## config.mk

```make
export PLATFORM = sky130hd
export DESIGN_NAME = rand_coord_gen
export DESIGN_NICKNAME = d
export VERILOG_FILES = /design/src/rtl/rand_coord_gen.sv
export SDC_FILE = /design/constraint.sdc
export NUM_CORES = 1
export LEC_CHECK = 0
export CAP_MARGIN = 20
export CELL_PAD_IN_SITES_DETAIL_PLACEMENT = 0
export CELL_PAD_IN_SITES_GLOBAL_PLACEMENT = 1
export CORE_UTILIZATION = 33
export DETAILED_ROUTE_END_ITERATION = 10
export PLACE_DENSITY = 0.67
export SLEW_MARGIN = 20
export SYNTH_ARGS = -nofsm -noshare
export SYNTH_HDL_FRONTEND = slang
export SYNTH_SLANG_ARGS = --single-unit
```

## constraint.sdc

```tcl
create_clock -name clk -period 4.1 [get_ports clk]
set_clock_uncertainty 0.1 [all_clocks]
set_input_delay 1.025 -clock clk [delete_from_list [all_inputs] [get_ports clk]]
set_output_delay 1.025 -clock clk [all_outputs]
set_load 0.05 [all_outputs]
```

## src/rtl/rand_coord_gen.sv

```systemverilog
// rand_coord_gen: draws a random (x, y) coordinate pair by rejection sampling
// two independent Fibonacci LFSRs against X_RANGE / Y_RANGE. The draw can
// reject one forbidden cell (avoid_x, avoid_y). If MAX_TRIES draw cycles pass
// without a pair, each unaccepted axis falls back to v mod RANGE.
// The pair is held on out_x/out_y with out_valid until out_ready.
//
// Optional feature: define RAND_COORD_SEED_LOAD_EN to add the seed_load,
// seed_x and seed_y inputs, which reseed both LFSRs at run time.

module rand_coord_gen #(
    parameter int               WIDTH     = 4,
    parameter int               X_RANGE   = 10,
    parameter int               Y_RANGE   = 10,
    parameter logic [WIDTH-1:0] X_SEED    = WIDTH'(4'b0011),
    parameter logic [WIDTH-1:0] Y_SEED    = WIDTH'(4'b1011),
    parameter int               MAX_TRIES = 16,
    parameter int               COORD_W   = 4
) (
    input  logic               clk,
    input  logic               reset,
`ifdef RAND_COORD_SEED_LOAD_EN
    input  logic               seed_load,
    input  logic [WIDTH-1:0]   seed_x,
    input  logic [WIDTH-1:0]   seed_y,
`endif
    input  logic               req,
    input  logic               out_ready,
    input  logic               avoid_en,
    input  logic [COORD_W-1:0] avoid_x,
    input  logic [COORD_W-1:0] avoid_y,
    output logic               out_valid,
    output logic [COORD_W-1:0] out_x,
    output logic [COORD_W-1:0] out_y,
    output logic               busy
);

    // The try counter only has to reach MAX_TRIES-1; it needs at least one bit.
    localparam int TRY_W = (MAX_TRIES > 1) ? $clog2(MAX_TRIES) : 1;

    // Maximal-length tap sets, zero-indexed bit masks for widths 4..8.
    localparam logic [7:0] TAP_MASK8 = (WIDTH == 4) ? 8'h0C :
                                       (WIDTH == 5) ? 8'h14 :
                                       (WIDTH == 6) ? 8'h30 :
                                       (WIDTH == 7) ? 8'h60 : 8'hB8;
    localparam logic [WIDTH-1:0] TAPS = TAP_MASK8[WIDTH-1:0];

    // An all-zero LFSR would lock up, so a zero seed is replaced by 1.
    localparam logic [WIDTH-1:0] SEED_ONE   = {{(WIDTH-1){1'b0}}, 1'b1};
    localparam logic [WIDTH-1:0] X_SEED_EFF = (X_SEED == {WIDTH{1'b0}}) ? SEED_ONE : X_SEED;
    localparam logic [WIDTH-1:0] Y_SEED_EFF = (Y_SEED == {WIDTH{1'b0}}) ? SEED_ONE : Y_SEED;

    // Ranges widened by one bit so a range of exactly 2^WIDTH is representable.
    localparam logic [WIDTH:0]   X_RANGE_V = (WIDTH + 1)'(X_RANGE);
    localparam logic [WIDTH:0]   Y_RANGE_V = (WIDTH + 1)'(Y_RANGE);
    localparam logic [COORD_W:0] X_RANGE_C = (COORD_W + 1)'(X_RANGE);
    localparam logic [TRY_W-1:0] LAST_TRY  = TRY_W'(MAX_TRIES - 1);

    typedef enum logic [1:0] {
        ST_IDLE = 2'd0,
        ST_DRAW = 2'd1,
        ST_DONE = 2'd2
    } state_t;

    // Shift left, XOR of the tap bits enters at the LSB.
    function automatic logic [WIDTH-1:0] lfsr_next(input logic [WIDTH-1:0] v);
        return {v[WIDTH-2:0], ^(v & TAPS)};
    endfunction

    // Fold an out-of-range LFSR value into 0..range-1 for the fallback path.
    function automatic logic [COORD_W-1:0] fold_range(input logic [WIDTH-1:0] v,
                                                      input logic [WIDTH:0]   range);
        logic [WIDTH:0] rem;
        rem = {1'b0, v} % range;
        return COORD_W'(rem);
    endfunction

`ifdef RAND_COORD_SEED_LOAD_EN
    // Run-time seeds get the same zero protection as the reset seeds.
    function automatic logic [WIDTH-1:0] nz_seed(input logic [WIDTH-1:0] s);
        return (s == {WIDTH{1'b0}}) ? SEED_ONE : s;
    endfunction
`endif

    state_t             state_r;
    logic [WIDTH-1:0]   lfsr_x_r;
    logic [WIDTH-1:0]   lfsr_y_r;
    logic [TRY_W-1:0]   try_r;
    logic               acc_x_r;
    logic               acc_y_r;
    logic [COORD_W-1:0] out_x_r;
    logic [COORD_W-1:0] out_y_r;
    logic               out_valid_r;
    logic               busy_r;

    logic               last_try_s;
    logic [COORD_W-1:0] cand_x_s;
    logic [COORD_W-1:0] cand_y_s;
    logic               cand_hx_s;
    logic               cand_hy_s;
    logic               pair_full_s;
    logic               pair_hit_s;
    logic [COORD_W:0]   bump_w_s;
    logic [COORD_W-1:0] bump_x_s;

    assign out_valid = out_valid_r;
    assign out_x     = out_x_r;
    assign out_y     = out_y_r;
    assign busy      = busy_r;

    // Free-running LFSRs: step on every non-reset edge regardless of FSM state.
    always_ff @(posedge clk) begin
        if (reset) begin
            lfsr_x_r <= X_SEED_EFF;
            lfsr_y_r <= Y_SEED_EFF;
        end
`ifdef RAND_COORD_SEED_LOAD_EN
        else if (seed_load) begin
            lfsr_x_r <= nz_seed(seed_x);
            lfsr_y_r <= nz_seed(seed_y);
        end
`endif
        else begin
            lfsr_x_r <= lfsr_next(lfsr_x_r);
            lfsr_y_r <= lfsr_next(lfsr_y_r);
        end
    end

    // Candidate pair for this draw edge: accepted axes keep their latched value,
    // others accept an in-range LFSR value or, on the last try, fold it.
    always_comb begin
        last_try_s = (try_r == LAST_TRY);
        cand_x_s   = out_x_r;
        cand_hx_s  = acc_x_r;
        cand_y_s   = out_y_r;
        cand_hy_s  = acc_y_r;

        if (acc_x_r) begin
            cand_x_s  = out_x_r;
            cand_hx_s = 1'b1;
        end else if (last_try_s) begin
            cand_x_s  = fold_range(lfsr_x_r, X_RANGE_V);
            cand_hx_s = 1'b1;
        end else if ({1'b0, lfsr_x_r} < X_RANGE_V) begin
            cand_x_s  = COORD_W'(lfsr_x_r);
            cand_hx_s = 1'b1;
        end else begin
            cand_x_s  = out_x_r;
            cand_hx_s = 1'b0;
        end

        if (acc_y_r) begin
            cand_y_s  = out_y_r;
            cand_hy_s = 1'b1;
        end else if (last_try_s) begin
            cand_y_s  = fold_range(lfsr_y_r, Y_RANGE_V);
            cand_hy_s = 1'b1;
        end else if ({1'b0, lfsr_y_r} < Y_RANGE_V) begin
            cand_y_s  = COORD_W'(lfsr_y_r);
            cand_hy_s = 1'b1;
        end else begin
            cand_y_s  = out_y_r;
            cand_hy_s = 1'b0;
        end

        pair_full_s = cand_hx_s & cand_hy_s;
        pair_hit_s  = avoid_en & (cand_x_s == avoid_x) & (cand_y_s == avoid_y);

        // Fallback escape from the forbidden cell: step x by one, wrapping.
        bump_w_s = ({1'b0, avoid_x} + {{COORD_W{1'b0}}, 1'b1}) % X_RANGE_C;
        bump_x_s = bump_w_s[COORD_W-1:0];
    end

    // Draw FSM with registered out_valid/busy and the held coordinate pair.
    always_ff @(posedge clk) begin
        if (reset) begin
            state_r     <= ST_IDLE;
            try_r       <= {TRY_W{1'b0}};
            acc_x_r     <= 1'b0;
            acc_y_r     <= 1'b0;
            out_x_r     <= {COORD_W{1'b0}};
            out_y_r     <= {COORD_W{1'b0}};
            out_valid_r <= 1'b0;
            busy_r      <= 1'b0;
        end
`ifdef RAND_COORD_SEED_LOAD_EN
        else if (seed_load) begin
            state_r     <= ST_IDLE;
            try_r       <= {TRY_W{1'b0}};
            acc_x_r     <= 1'b0;
            acc_y_r     <= 1'b0;
            out_x_r     <= {COORD_W{1'b0}};
            out_y_r     <= {COORD_W{1'b0}};
            out_valid_r <= 1'b0;
            busy_r      <= 1'b0;
        end
`endif
        else begin
            case (state_r)
                ST_IDLE: begin
                    if (req) begin
                        state_r <= ST_DRAW;
                        busy_r  <= 1'b1;
                        try_r   <= {TRY_W{1'b0}};
                        acc_x_r <= 1'b0;
                        acc_y_r <= 1'b0;
                    end
                end

                ST_DRAW: begin
                    try_r   <= try_r + TRY_W'(1);
                    out_y_r <= cand_y_s;
                    if (last_try_s) begin
                        // Out of tries: finish with whatever was drawn.
                        out_x_r     <= pair_hit_s ? bump_x_s : cand_x_s;
                        acc_x_r     <= 1'b1;
                        acc_y_r     <= 1'b1;
                        state_r     <= ST_DONE;
                        out_valid_r <= 1'b1;
                        busy_r      <= 1'b0;
                    end else if (pair_full_s && !pair_hit_s) begin
                        out_x_r     <= cand_x_s;
                        acc_x_r     <= 1'b1;
                        acc_y_r     <= 1'b1;
                        state_r     <= ST_DONE;
                        out_valid_r <= 1'b1;
                        busy_r      <= 1'b0;
                    end else if (pair_full_s) begin
                        // Completed pair is the forbidden cell: redraw both axes.
                        out_x_r <= cand_x_s;
                        acc_x_r <= 1'b0;
                        acc_y_r <= 1'b0;
                    end else begin
                        out_x_r <= cand_x_s;
                        acc_x_r <= cand_hx_s;
                        acc_y_r <= cand_hy_s;
                    end
                end

                ST_DONE: begin
                    // out_ready is only looked at here, so a ready asserted on
                    // the DRAW->DONE edge cannot drop the pair early.
                    if (out_ready) begin
                        state_r     <= ST_IDLE;
                        out_valid_r <= 1'b0;
                    end
                end

                default: begin
                    state_r     <= ST_IDLE;
                    out_valid_r <= 1'b0;
                    busy_r      <= 1'b0;
                end
            endcase
        end
    end

endmodule

```

# Yosys cells after proc, flatten, opt, wreduce, memory -nomap -nowiden
# Index checks and enable logic that the tools add are counted.
# word_totals
regBits,26
elab_cells,78
# classes
addsub,2
n_div,3
order_cmp,2
n_eq_ne,8
n_mux,38
n_bitwise,5
n_reduce_logical,10
# op_table
op,n
2-to-1 mux 4 bit,9
2-to-1 mux 1 bit,19
remainder unit 4 x 4 -> 5 bit (second input constant),2
AND reduction 3 bit,3
equality test 4 bit,2
less-than comparator 4 bit (second input constant),2
2-to-1 mux 2 bit,4
one-hot mux 4 bit (2 select lines),1
parity 4 bit,2
one-hot mux 1 bit (3 select lines),2
one-hot mux 2 bit (3 select lines),1
adder 4 x 1 -> 5 bit (second input constant),1
remainder unit 5 x 4 -> 5 bit (second input constant),1
adder 4 x 1 -> 4 bit (second input constant),1
equality test 4 bit (second input constant),1
inequality test 2 bit (second input constant),2
one-hot mux 1 bit (2 select lines),2
bitwise AND 1 bit,3
inequality test 3 bit (second input constant),1
equality test 2 x 1 -> 1 bit (second input constant),1
equality test 2 bit (second input constant),1
logical NOT 2 bit,1
NOT 1 bit,2
AND reduction 2 bit,1
other kinds (3),3

# Depth between registers and ports, before layout
# Gate-level depths: netlist of run 1.
# logic_depth
word_depth,12
ltp_mapped,14

# Worst setup path after synthesis of run 1
# Ideal clock, no wire load.
# synth_timing
kind,input-to-reg
from,in avoid_x[0]
to,"reg out_x_r[3], in the netlist out_x[3]"
t_arrival_ns,3.235
t_required_ns,3.912
path_slack_ns,0.677
cell_stages,14
n_path_buf,0
path_cell_list,ha_1 xor2_1 ha_1 nand3b_1 a21oi_1 or2_2 ha_1 nor2_1 o21ai_0 a21oi_1 o21ai_0 o21ai_0 nand3_2 a311oi_2
# synth_via
elab_chain_len,5
word_cells_on_any_way,7
cone_classes,add/sub: 1; div: 1; eq/ne: 1; mux: 2; bitwise: 2
# synth_lines
item,line,text
"start, declared",29,"input logic [COORD_W-1:0] avoid_x,"
branches (longest 3 deep; another with adder 4 x 1 -> 5 bit),--,
2-to-1 mux 4 bit (*),214,out_x_r <= pair_hit_s ? bump_x_s : cand_x_s;
2-to-1 mux 4 bit (*),212,if (last_try_s) begin
"end signal, assigned",180,out_x_r <= {COORD_W{1'b0}};
"end signal, assigned",214,
"end signal, assigned",221,out_x_r <= cand_x_s;
"end, declared",90,logic [COORD_W-1:0] out_x_r;
# Mark *: on every way between the ends.
# A chain may end at the register's enable or synchronous reset.

# Worst setup path in the final report of run 1
# layout_timing
from,in avoid_x[1]
to,"reg out_x_r[1], in the netlist out_x[1]"
# Same word-level chain as after synthesis.

==> qor.yml, run 1 <==
synth_area_leader_cell: "dfxtp_1"
cts_root_buf: "clkbuf_8"
nets: 310
relSlewSlack: 0.533
synth.avg_cell_area_um2: 7.79
rsz0062_at_grt: "no"
coreArea_um2: 5920
yosysMostFrequentCell: "dfxtp_1"
worstSkewPairLatency_ns: 0.28
path_clk_slew_ns: 0.11
final_antenna_net_count: 0
gr-total-overflow: 0
portBuffers: 22
period_needed_ns: 3.78
power.density_nw_per_um2: 321
grt_pass1_vias: 1773
syn_area_um2: 2030
ios: 23
regArea_um2: 520
routed-via-count: 1941
ctsHtreeMaxLevel: 1
multi_input_area_um2: 1390
avgViaCountPerCell: 5.45
fin_tns_setup_ns: 0
outcome: "finished clean"
p_leak_nw: 0.989
synth_area_leaders: "dfxtp_1 26%, ha_1 9.2%, a21oi_1 4.4%"
area.growth.synth_to_final_pct: 18.8
finalSetupViolCount: 0
synth.top_cell.area_share: 0.256
cp-start-kind: "primary input"
slew_viol_final: 0
synth_edf_count: 0
dieArea_um2: 6480
cts_sinks: 26
crit_path_max_fanout: 4
synthArstFlopShare: 0
ys_top_cells_by_count: "26 x dfxtp_1, 22 x nor2_1, 18 x a21oi_1, 18 x nand3_1, 17 x nand2_1"
antenna_found_initial: 0
drv_cap: 0
synth_cells: 261
fill_cells: 615
synth_ff_type: "dfxtp_1"
cts_made_buffers: 3
firstDrtPassIters: 4
cts_resized: 0
antenna_cells: 0
row_count: 28
drt_iter0_markers: 65
worstPathRequired_ns: 4.19
die_w_um: 80.5
post_cts_buffers: 0
cts_tree: "built"
worst_pin_slew_ns: 0.694
critPathKind: "primary input to register"
synth_warnings: 0
route.detailed.drc: 0
gp_congestion: 0.777
die_h_um: 80.5
synth_seq_cells: 26
end_kind: "register"
syn_nets: 289
routed_wl_um: 5040
grt_use_total: 0.174
start_util: 0.343
yosysSeqAreaShare: 0.256
wl_per_cell_um: 14.2
grt_pass1_wl_um: 8890
grt_max_degree: 28
hold_class: "register to register"
max-vdd-ir-drop_mv: 0.150
drive_above_1_share: 0.0996
hold_slack_ns: 0.386
final_hold_viol_count: 0
arrival_ns: 3.87
ys_types: 55
fmax_mhz: 265
dp_hpwl_um: 3770
fin_crit_sh: 0.921
hold_buffers: 0
cts_buffer_depth: 2
## critical path, stage by stage
cell	delay [ns]
clkdlybuf4s50_1	0.53
ha_1	0.20
xor2_1	0.21
ha_1	0.17
nand3b_1	0.14
a21oi_1	0.09
or2_2	0.32
ha_1	0.20
nor2_1	0.09
o21ai_0	0.09
a21oi_1	0.19
buf_4	0.15
xnor2_1	0.11
nand3_1	0.09
a31o_1	0.24
## kinds of logic (layout without fill, tap and decap cells)
| kind of cell | Yosys count | in the layout | synth area share |
|---|---|---|---|
| DFF | 26 | 26 | 0.256 |
| buffers and inverters | 30 | 50 | 0.0603 |
| muxes | 4 | 4 | 0.0203 |
| and+or+nand+nor | 104 | 104 | 0.277 |
| xor gates and xnor gates | 6 | 6 | 0.0258 |
| adders and majority gates | 15 | 15 | 0.0923 |
| AOI/OAI and AO/OA | 76 | 76 | 0.268 |
## stage by stage
step / util / power, mW / instance area (um2) / setup slack [ns] / cells
final: 0.408 / 0.775 / 2420 / 0.322 / 356
after global routing: 0.408 / 0.826 / 2420 / 0.115 / 356
after CTS: 0.408 / 0.782 / 2420 / 0.314 / 356
after detailed placement: 0.396 / 0.556 / 2340 / 0.0175 / 352
after global placement: 0.396 / 0.557 / 2340 / 0.102 / 352
after floorplan: - / 0.479 / 2030 / 0.677 / 261
## registers in the layout, indices dropped and copies added, names as in the netlist
name and flops:
busy 1, lfsr_y_r 4, lfsr_x_r 4, acc_y_r 1, try_r 4, out_valid 1, out_y 4, state_r 2
out_x 4, acc_x_r 1
## worst paths after layout
path	from	to	slack, ns	cells after the start
min	out_valid	out_valid	0.39	2
max	avoid_x[1]	out_x[1]	0.32	15
max reg2reg	lfsr_x_r[2]	out_x[3]	0.81	10
min reg2reg	out_valid	out_valid	0.39	2
## layout make-up
| class | count | area share |
|---|---|---|
| repair buffers | 30 | 0.116 |
| inverters | 16 | 0.0249 |
| well taps | 75 | 0.0388 |
| multi-input cells | 205 | 0.575 |
| clock inverters | 1 | 0.0124 |
| flip-flops and latches | 26 | 0.215 |
| clock buffers | 3 | 0.0171 |
## routing by layer
layer | share of wire | track usage | up-vias
met2 | 0.45 | 0.273 | 24
met5 | 0 | 0 | -
met3 | 0.034 | 0.0386 | 6
met4 | 0.012 | 0.0393 | 0
li1 | - | - | 993
met1 | 0.50 | 0.241 | 918
## power by group
| part | internal [mW] | leakage (nW) | total [mW] | switching [mW] |
|---|---|---|---|---|
| clock | 0.131 | 0.0357 | 0.226 | 0.0949 |
| combinational | 0.107 | 0.740 | 0.250 | 0.143 |
| sequential | 0.272 | 0.214 | 0.299 | 0.0272 |
## cell usage in the layout, fill, tap and decap left out, drive strengths merged, types with 4 or more instances in the layout
| master | synthesis | layout |
|---|---|---|
| dfxtp | 26 | 26 |
| a21oi | 20 | 20 |
| a211oi | 7 | 7 |
| inv | 16 | 16 |
| nand2b | 6 | 6 |
| o21ai | 10 | 10 |
| xor2 | 4 | 4 |
| a21o | 5 | 5 |
| nor3 | 7 | 7 |
| or2 | 4 | 4 |
| clkdlybuf4s50 | 0 | 22 |
| a31oi | 5 | 5 |
| nand4 | 5 | 5 |
| ha | 15 | 15 |
| nor3b | 4 | 4 |
| nand3b | 4 | 4 |
| buf | 6 | 8 |
| nor2 | 22 | 22 |
| a22oi | 5 | 5 |
| nand3 | 19 | 19 |
| nand2 | 17 | 17 |
Power figures use the tool's default switching activity.
==> run 2, diff against run 1 <==
--- a/config.mk
+++ b/config.mk
@@ -8,9 +8,9 @@
 export CAP_MARGIN = 20
 export CELL_PAD_IN_SITES_DETAIL_PLACEMENT = 0
 export CELL_PAD_IN_SITES_GLOBAL_PLACEMENT = 1
-export CORE_UTILIZATION = 33
+export CORE_UTILIZATION = 42
 export DETAILED_ROUTE_END_ITERATION = 10
-export PLACE_DENSITY = 0.67
+export PLACE_DENSITY = 0.81
 export SLEW_MARGIN = 20
 export SYNTH_ARGS = -nofsm -noshare
 export SYNTH_HDL_FRONTEND = slang
==> run 2 against run 1 <==
Compared with the run above: die area down 21%; hold slack got worse by 0.0077 ns; setup slack improved by 0.0098 ns; core utilization increased by 12 points; design area shrank 1.2%; critical path type unchanged; wire length shrank 1.5%; sequential power about the same; combinational power barely moved; register-to-register slack about the same; count of clock-buffer cells in the layout stayed put; via count shrank 1.4%; sequential share of layout area rose by 0.26 points.
==> qor.yml, run 2 (synthesized netlist as in run 1, its figures left out) <==
start_util: 0.451  # +0.108
max_stage_delay_ns: 0.55  # +0.02 ns
path_buf_inv: 2  # unchanged
nets: 310  # unchanged
cts_buffer_depth: 2  # unchanged
cts_sinks: 26  # unchanged
finalSetupViolCount: 0  # unchanged
r2r-end: "out_x[3]"
ios: 23  # unchanged
final_hold_viol_count: 0  # unchanged
crit_family: "buffers and inverters"
layout.cells.most_common: "dfxtp_1"
grt_use_total: 0.203  # +0.0286
fin_tns_setup_ns: 0  # unchanged
cts_root_buf: "clkbuf_8"
drv_cap: 0  # unchanged
drt_iter0_markers: 65  # unchanged
antenna_found_initial: 0  # unchanged
wl_per_cell_um: 14.9  # +5.3%
die_w_um: 71.6  # -11%
power.density_nw_per_um2: 321  # about the same
period_needed_ns: 3.77  # -0.00979 ns
post_cts_buffers: 0  # unchanged
cts_made_buffers: 3  # unchanged
antenna_cells: 0  # unchanged
portBuffers: 22  # unchanged
relSlewSlack: 0.349  # -0.183
drive_above_1_share: 0.0996  # unchanged
grt_pass1_vias: 1727  # -2.6%
grt_pass1_wl_um: 8350  # -6.1%
cts_tree: "built"
r2r_setup_slack_ns: 0.82  # about the same
hold_buffers: 0  # unchanged
final_cells: 333  # -6.5%
path_depth: 16  # +1
worst_pin_slew_ns: 0.974  # +0.280 ns
area.growth.synth_to_final_pct: 17.4
avgViaCountPerCell: 5.75  # +5.4%
end_kind: "register"
cp-start-kind: "primary input"
p_leak_nw: 0.989  # about the same
route.detailed.drc: 0  # unchanged
ctsHtreeMaxLevel: 1  # unchanged
cts_resized: 0  # unchanged
dieArea_um2: 5120  # -21%
dp_hpwl_um: 3690  # -2.2%
firstDrtPassIters: 4  # unchanged
fin_crit_sh: 0.919  # -0.00239
rr_worst_depth: 10  # unchanged
cp-endpoint: "out_x[2]"
worstReg2RegStart: "lfsr_x_r[2]"
slowest_stage: "clkdlybuf4s50_1"
outcome: "finished clean"
coreArea_um2: 4500  # -24%
max-vdd-ir-drop_mv: 0.176  # +17%
critPathKind: "primary input to register"
slew_viol_final: 0  # unchanged
final_antenna_net_count: 0  # unchanged
fin_util: 0.530  # +0.122
gp_congestion: 0.791  # +1.9%
gr-total-overflow: 0  # unchanged
worstPathRequired_ns: 4.18  # about the same
path_common_cell: "ha_1"
hold_slack_ns: 0.378  # -0.00775 ns
routed_wl_um: 4960  # -1.5%
path_clk_slew_ns: 0.10  # about the same
arrival_ns: 3.85  # -0.02 ns
grt_max_degree: 19  # -32%
fmax_mhz: 265  # +0.26%
rsz0062_at_grt: "no"
mostFrequentLayoutCells: "26 x dfxtp_1, 22 x nor2_1, 22 x clkdlybuf4s50_1"
routed-via-count: 1914  # -1.4%
hold_class: "register to register"
dp_cells: 329  # -6.5%
startpoint: "avoid_x[1]"
crit_path_max_fanout: 5  # +1
row_count: 24  # -14%
crit_chain: "clkdlybuf4s50_1 -> ha_1 -> xor2_1 -> ha_1 -> nand3b_1 -> a21oi_1 -> or2_2 -> ha_1 -> nor2_1 -> o21ai_0 -> a21oi_1 -> buf_4 -> nand2_1 -> o21ai_0 -> nand3_1 -> a31o_1"
worstSkewPairLatency_ns: 0.27  # about the same
die_h_um: 71.6  # -11%
[run 2: how the worst min path moves through the flow]
stage                      startpoint  slack, ns          end  depth (start not counted)
after floorplan           lfsr_y_r[2]       0.36  lfsr_y_r[3]                          1
after global placement       out_y[0]       0.37     out_y[0]                          2
after detailed placement    out_valid       0.37    out_valid                          2
after CTS                    out_y[0]       0.39     out_y[0]                          2
after global routing         out_y[0]       0.42     out_y[0]                          2
final                        out_y[0]       0.38     out_y[0]                          2
[run 2: through the flow]
stage | power [mW] | area (um2) | setup WS, ns
3_3_place_gp | 0.551 | 2320 | 0.124
4_1_cts | 0.773 | 2390 | 0.353
2_1_floorplan | 0.479 | 2030 | 0.677
5_1_grt | 0.816 | 2390 | 0.0930
6_report | 0.765 | 2390 | 0.332
3_5_place_dp | 0.551 | 2320 | 0.0577
[run 2: layout make-up]
| class | instances | area (um2) |
|---|---|---|
| Inverter | 16 | 60.1 |
| Sequential cell | 26 | 520 |
| Clock buffer | 3 | 41.3 |
| Tap cell | 52 | 65.1 |
| Clock inverter | 1 | 30.0 |
| Multi-Input combinational cell | 205 | 1390 |
| Fill cell | 446 | 2120 |
| Timing Repair Buffer | 30 | 280 |
[run 2: power breakdown]
group	leakage [nW]	internal (mW)	switching [mW]	total, mW
combinational	0.740	0.105	0.142	0.247
clock	0.0357	0.131	0.0877	0.218
sequential	0.214	0.272	0.0279	0.300
[run 2: worst min-delay path: stages (launching register included)]
cell	delay [ns]
dfxtp_1	0.33
nand2_1	0.05
a21oi_1	0.05
[run 2: routing by layer]
metal | track usage | part of all wire | up-vias
met3 | 0.0295 | 0.031 | 2
met2 | 0.321 | 0.44 | 27
li1 | - | - | 993
met4 | 0.0327 | 0.0050 | 0
met5 | 0 | 0 | -
met1 | 0.299 | 0.52 | 892
